$ cat src/rtl/clock_set_controller.sv
// Front-panel sequencing for the hour/minute/second counter chain: run/set modes,
// per-field inc/dec pulses, held-button auto-repeat, idle timeout and blink strobe.
module clock_set_controller #(
  parameter int TIMEOUT_TICKS = 30,
  parameter int REPEAT_DELAY  = 2
) (
  input  logic       clk,
  input  logic       rst,
  input  logic       tick_1hz,
  input  logic       btn_mode,
  input  logic       btn_up,
  input  logic       btn_down,
  output logic       count_en,
  output logic [2:0] inc_pulse,
  output logic [2:0] dec_pulse,
  output logic [1:0] field_sel,
  output logic       set_active,
  output logic       blink
);

  typedef enum logic [1:0] {
    RUN      = 2'd0,
    SET_HOUR = 2'd1,
    SET_MIN  = 2'd2,
    SET_SEC  = 2'd3
  } state_t;

  localparam logic [3:0] HOLD_SAT  = 4'(REPEAT_DELAY);
  localparam logic [7:0] IDLE_LAST = 8'(TIMEOUT_TICKS - 1);

  state_t     state_reg, state_next;

  // Button vector: bit 0 = mode, bit 1 = up, bit 2 = down
  logic [2:0] btn_raw;
  logic [2:0] btn_s_reg, btn_q_reg, btn_edge;
  logic       tick_reg;

  logic [3:0] hold_reg, hold_next;
  logic [7:0] idle_reg, idle_next;
  logic       count_en_reg, count_en_next;
  logic [2:0] inc_reg, inc_next;
  logic [2:0] dec_reg, dec_next;
  logic [1:0] field_sel_reg, field_sel_next;
  logic       set_active_reg, set_active_next;
  logic       blink_reg, blink_next;

  logic [2:0] field_mask;
  logic       mode_edge, up_edge, down_edge;
  logic       up_s, down_s, one_held, any_held;
  logic       pair_conflict, repeat_fire, timeout;

  assign btn_raw = {btn_down, btn_up, btn_mode};

  genvar gi;
  generate
    for (gi = 0; gi < 3; gi++) begin : g_edge
      assign btn_edge[gi] = btn_s_reg[gi] & ~btn_q_reg[gi];
    end
  endgenerate

  always_ff @(posedge clk) begin
    if (rst) begin
      state_reg      <= RUN;
      btn_s_reg      <= 3'b000;
      btn_q_reg      <= 3'b000;
      tick_reg       <= 1'b0;
      hold_reg       <= 4'd0;
      idle_reg       <= 8'd0;
      count_en_reg   <= 1'b0;
      inc_reg        <= 3'b000;
      dec_reg        <= 3'b000;
      field_sel_reg  <= 2'd0;
      set_active_reg <= 1'b0;
      blink_reg      <= 1'b0;
    end else begin
      state_reg      <= state_next;
      btn_s_reg      <= btn_raw;
      btn_q_reg      <= btn_s_reg;
      tick_reg       <= tick_1hz;
      hold_reg       <= hold_next;
      idle_reg       <= idle_next;
      count_en_reg   <= count_en_next;
      inc_reg        <= inc_next;
      dec_reg        <= dec_next;
      field_sel_reg  <= field_sel_next;
      set_active_reg <= set_active_next;
      blink_reg      <= blink_next;
    end
  end

  always_comb begin
    state_next    = state_reg;
    count_en_next = 1'b0;
    inc_next      = 3'b000;
    dec_next      = 3'b000;
    hold_next     = hold_reg;
    idle_next     = idle_reg;
    blink_next    = blink_reg;
    field_mask    = 3'b000;

    mode_edge     = btn_edge[0];
    up_edge       = btn_edge[1];
    down_edge     = btn_edge[2];
    up_s          = btn_s_reg[1];
    down_s        = btn_s_reg[2];
    one_held      = up_s ^ down_s;
    any_held      = |btn_s_reg;
    pair_conflict = (up_edge | down_edge) & up_s & down_s;
    repeat_fire   = tick_reg & one_held & (hold_reg == HOLD_SAT);
    timeout       = tick_reg & ~any_held & (idle_reg == IDLE_LAST);

    case (state_reg)
      SET_HOUR: field_mask = 3'b100;
      SET_MIN:  field_mask = 3'b010;
      SET_SEC:  field_mask = 3'b001;
      default:  field_mask = 3'b000;
    endcase

    if (state_reg == RUN) begin
      count_en_next = tick_reg;
      hold_next     = 4'd0;
      idle_next     = 8'd0;
      blink_next    = 1'b0;
      if (mode_edge) state_next = SET_HOUR;
    end else begin
      if (mode_edge) begin
        case (state_reg)
          SET_HOUR: state_next = SET_MIN;
          SET_MIN:  state_next = SET_SEC;
          default:  state_next = RUN;
        endcase
      end else if (timeout) begin
        state_next = RUN;
      end

      // Mode edges and up/down collisions suppress every edit pulse
      if (!mode_edge && !pair_conflict) begin
        if ((up_edge & ~down_s) | (repeat_fire & up_s))   inc_next = field_mask;
        if ((down_edge & ~up_s) | (repeat_fire & down_s)) dec_next = field_mask;
      end

      if (mode_edge || pair_conflict || !one_held)
        hold_next = 4'd0;
      else if (tick_reg && hold_reg < HOLD_SAT)
        hold_next = hold_reg + 4'd1;

      if (|btn_edge)
        idle_next = 8'd0;
      else if (tick_reg && !any_held && idle_reg != 8'hFF)
        idle_next = idle_reg + 8'd1;

      // An edit pulse shows the field and restarts the blink phase from visible
      if (|(inc_next | dec_next))
        blink_next = 1'b1;
      else if (tick_reg)
        blink_next = ~blink_reg;
    end

    if (state_next != state_reg) begin
      hold_next = 4'd0;
      if (state_next == RUN) blink_next = 1'b0;
      else                   idle_next  = 8'd0;
    end

    field_sel_next  = state_next;
    set_active_next = (state_next != RUN);
  end

  assign count_en   = count_en_reg;
  assign inc_pulse  = inc_reg;
  assign dec_pulse  = dec_reg;
  assign field_sel  = field_sel_reg;
  assign set_active = set_active_reg;
  assign blink      = blink_reg;

endmodule

$ cat config.mk
export PLATFORM = sky130hd
export DESIGN_NAME = clock_set_controller
export DESIGN_NICKNAME = d
export VERILOG_FILES = /design/src/rtl/clock_set_controller.sv
export SDC_FILE = /design/constraint.sdc
export NUM_CORES = 1
export LEC_CHECK = 0
export ABC_AREA = 1
export CAP_MARGIN = 20
export CORE_UTILIZATION = 50
export DETAILED_ROUTE_END_ITERATION = 16
export PLACE_DENSITY_LB_ADDON = 0.1
export SYNTH_ARGS = -nofsm -noshare
export SYNTH_HDL_FRONTEND = slang
export SYNTH_SLANG_ARGS = --single-unit
$ cat constraint.sdc
create_clock -name clk -period 2.7 [get_ports clk]
set_input_delay 0.54 -clock clk [delete_from_list [all_inputs] [get_ports clk]]
set_output_delay 0.54 -clock clk [all_outputs]
set_load 0.05 [all_outputs]
== Word level (Yosys, flattened, before mapping) ==
Index checks and enable logic that the tools add are counted.
Storage, ports and cells
  flip-flop bits (word level): 30
  bits of input ports: 6
  output and inout port bits: 11
  word-level logic and storage cells: 88
Operators by class
  add/sub/neg operators: 2
  order comparisons: 1
  eq/ne operators: 7
  multiplexer cells: 22
  bitwise logic cells: 26
  reduce and logical (&&, ||, !) cells: 19
Operators with widths (number)
  8-bit two-way mux: 5
  3-bit two-way mux: 6
  1-bit AND: 13
  3-bit one-hot mux with 3 select lines: 1
  3-bit OR reduction: 3
  8-bit by 1-bit adder with 8-bit output, second input constant: 1
  8-bit by 5-bit equality test with 1-bit output, second input constant: 1
  2-bit two-way mux: 4
  8-bit != test, second input constant: 1
  1-bit inverter: 8
  1-bit two-way mux: 5
  4-bit by 1-bit adder with 4-bit output, second input constant: 1
  2-bit equality test, second input constant: 2
  4-bit by 2-bit equality test with 1-bit output, second input constant: 1
  1-bit logical AND: 4
  1-bit zero test: 4
  2-bit zero test: 2
  4-bit by 2-bit < comparator with 1-bit output, second input constant: 1
  2-bit one-hot mux with 2 select lines: 1
  2-bit OR reduction: 2
  4-bit OR reduction: 1
  1-bit OR: 3
  3-bit OR: 1
  2-bit by 1-bit equality test with 1-bit output, second input constant: 1
  4 further kinds: 5

== Longest topological paths before layout ==
  depth after elaboration: 15
  depth in mapped cells: 12
  gate-level depth less buffers: 12

== Worst setup path before layout ==
Ideal clock, no wire load.
  kind: reg2reg
  start: reg field_sel[0] (netlist name)
  end: reg idle_reg[1]
  data arrival time: 1.877 ns
  slack: 0.743 ns
  stages on the path, launching flop included: 8
  buffers on the path: 0
  path through: dfxtp_1 > inv_1 > ha_1 > nor2_1 > inv_2 > nor2_1 > o221ai_2 > a211oi_2
RTL lines
  end signal, assigned: RTL line 81  | idle_reg <= idle_next;
  end, declared: RTL line 39  | logic [7:0] idle_reg, idle_next;

== Worst setup path after layout ==
  start: reg field_sel_reg[1] (netlist: field_sel[1])
  end: out field_sel[1]
RTL lines
  start, declared: RTL line 43  | logic [1:0] field_sel_reg, field_sel_next;
  start signal, assigned: RTL line 85  | field_sel_reg <= field_sel_next;
  end, declared: RTL line 16  | output logic [1:0] field_sel,
No word-level cell between the ends.

==> summary.txt <==
Status
  • Status: complete, no violations

Finish
  • Max FFs per register: 8
  • Multi-input gate area: 684 um2
  • # diodes: 0
  • Area grow syn2layout: 18.6%
  • Fillers: 240
  • Final Cell Area: roughly 1700 um2
  • FF+latch area: 601 um2
  • Layout Nets: between 200 and 250
  • Layout cells sized above 1: 9.00%

Detailed routing
  • Routed WL: 2700 um
  • Via density: 5.04
  • Violation count after the first detailed-route iteration: between 40 and 50
  • Remaining routing DRC violations: 0
  • First drt pass iteration count: 4
  • Post-route ant nets: 0
  • WL/cell: 11.2 um
  • Vias post-DR: ~1200

Yosys
  • Synth top cells by count: nand2_1, nor2_1, dfxtp_1
  • Async S/R FF share, synth: 0%
  • Largest area contributor in the netlist: dfxtp_1
  • Yosys warning count: 0
  • Synth top area cells: dfxtp_1, nand2_1, nor2_1
  • Mean Syn Cell Area: 7.51 um2
  • Number of synthesized register bits: 30
  • EDFF count, synth: 0
  • Top-count cell post-synth: nand2_1
  • Cell Area, Synth: 1400 um2
  • Post-Syn Nets: 202
  • Library cells used by synthesis: 26
  • Sequential cell area fraction in the yosys report: 42.8%
  • Main synth FF type: dfxtp_1
  • Mapped Cells: approximately 190
  • Share of the synthesized area in the top cell type: 42.8%

Global routing
  • Largest net degree at the start of global routing: 12
  • Antenna violations before repair: 0
  • Vias in the first global route: around 1100
  • First-pass GRT wire length: about 4500 um
  • Gr ovfl total: 0
  • Total track usage: 21.5%

Setup path
  • Reg-to-reg endpoint: idle_reg[1]$_SDFF_PP0_
  • Critical path endpoint: field_sel[1]
  • R2R Setup Slk: between 0.8 and 0.9 ns
  • CP arrival: 1.60 ns
  • CP startpoint: field_sel[1]$_SDFF_PP0_
  • Buf+Inv Stages, Crit Path: 1
  • Slowest cell delay on critical path: around 0.84 ns
  • Delay-heaviest family, CP: buffers and inverters
  • Worst EP required: 2.16 ns
  • Reg2reg start: field_sel[0]$_SDFF_PP0_
  • R2r worst-path depth: 7
  • Critical path endpoint category: primary output
  • Startpoint type of the worst setup path: flip-flop
  • WS Path Type: flip-flop to primary output
  • Worst-path maximum fanout: 6
  • Stages on the worst setup path: 1
  • Max stage delay cell, worst path: clkdlybuf4s50_1
  • Crit path cell chain: clkdlybuf4s50_1

Clock tree
  • CTS Buf Count: 5
  • Clock Pin Slew Worst Setup and Hold Paths: around 0.08 ns
  • Post-cts gate resize count: 0
  • Max clock buf depth: 2
  • CTS H-tree lvls: 2
  • # clock sinks: 30
  • # Post-CTS Setup Buffers: 0
  • Worst skew pair latency: 0.32 ns
  • CTS root buf: clkbuf_4
  • Post-CTS Hold Fix Bufs: 0
  • TritonCTS clock tree: built

Timing
  • Min Tclk post-route: 2.14 ns
  • Least-Margin Pin Slew: 0.506 ns
  • RSZ-0062 raised after global routing: false
  • Final worst path period share: 79.3%
  • Max Slew Vio Count: 0
  • Max-slew headroom: 66.3%
  • Fmax: 467 MHz
  • Final setup skew: 0.00418 ns
  • Final hold vios: 0
  • # setup viols final: 0
  • Setup TNS: 0 ns

Place
  • Post-DP HPWL: roughly 2100 um
  • Placed cell areas: 1610 um2
  • Number of port buffers: 16
  • GPL Wtd Cong: 0.851

Floorplanning
  • DIE HEIGHT: 55.0 um
  • Chip Width: 55.0 um
  • # IOs: 17
  • Initial cell density of the core: 54.7%
  • Die area: approximately 3000 um2
  • Core footprint: about 2600 um2
  • Row cnt: 18

Power
  • Power Density: just under 500 nW/um2
  • Worst VDD drop: 0.447 mV
  • Leak Pwr: 0.000703 uW

Hold path
  • Hold WC Path Type: flip-flop to flip-flop

Job
  • Number of max-cap violations: 0
final cells by class:
| class | count | share of cell area (%) |
|---|---|---|
| sequential | 30 | 36.1 |
| timing repair buffer | 17 | 10.1 |
| inverter | 30 | 6.91 |
| clock buffer | 7 | 3.31 |
| multi-input combinational | 126 | 41.1 |
| clock inverter | 1 | 0.301 |
| tap | 30 | 2.25 |
through the flow:
stage,power [uW],instances,util [%],hold slack (ns),setup slack (ns)
finish,805,241,64.9,0.468,0.559
floorplan,517,187,-,0.424,0.743
global route,848,241,64.9,0.496,0.479
global placement,542,233,62.5,0.450,0.783
detailed placement,544,233,62.5,0.456,0.766
CTS,815,241,64.9,0.476,0.548
layout by cell type (no fill, tap or decap), types with 2 or more instances in the layout:
master | synthesis | routed
nand2_1 | 41 | 41
nor2_1 | 35 | 35
dfxtp_1 | 30 | 30
inv_1 | 28 | 28
clkdlybuf4s50_1 | 0 | 16
a21oi_1 | 9 | 9
ha_1 | 9 | 9
xor2_1 | 5 | 5
clkbuf_4 | 0 | 5
nor3_1 | 4 | 4
nand3_1 | 4 | 4
nor2_2 | 3 | 3
xnor2_1 | 2 | 2
and2_1 | 2 | 2
o21ai_0 | 2 | 2
worst min-delay path by stage:
| stage | depth (start not counted) | end | from | slack [ns] |
|---|---|---|---|---|
| after detailed placement | 1 | hold_reg[3]$_SDFFE_PP0P_ | hold_reg[3]$_SDFFE_PP0P_ | 0.46 |
| after global placement | 1 | hold_reg[3]$_SDFFE_PP0P_ | hold_reg[3]$_SDFFE_PP0P_ | 0.45 |
| after CTS | 1 | hold_reg[3]$_SDFFE_PP0P_ | hold_reg[3]$_SDFFE_PP0P_ | 0.48 |
| after global routing | 2 | btn_q_reg[0]$_SDFF_PP0_ | btn_s_reg[0]$_SDFF_PP0_ | 0.50 |
| after floorplan | 2 | btn_q_reg[0]$_SDFF_PP0_ | btn_s_reg[0]$_SDFF_PP0_ | 0.42 |
| final | 1 | hold_reg[3]$_SDFFE_PP0P_ | hold_reg[3]$_SDFFE_PP0P_ | 0.47 |
logic make-up (layout without fill, tap and decap cells):
group           Yosys count  after routing  share of synthesized area (%)
buf+inv                  31             55                           8.47
simple gates             92             92                           27.1
flops                    30             30                           42.8
fa+ha+maj                 9              9                           8.02
compound gates           18             18                           9.27
xor+xnor                  7              7                           4.37
power breakdown:
group          internal (uW)  switching, uW  total (uW)
combinational           27.0           48.2        75.2
sequential               451           8.16         459
clock                    126            145         271
total                    604            202         805
layer usage:
layer	vias up	global-route usage [%]	wire length, um	share of wire (%)
li1	622	-	-	-
met1	553	23.0	1150	43
met2	33	36.5	1360	51
met3	7	8.74	131	4.9
met4	0	10.4	53	2.0
met5	-	0	0	0
Power figures use the tool's default switching activity.
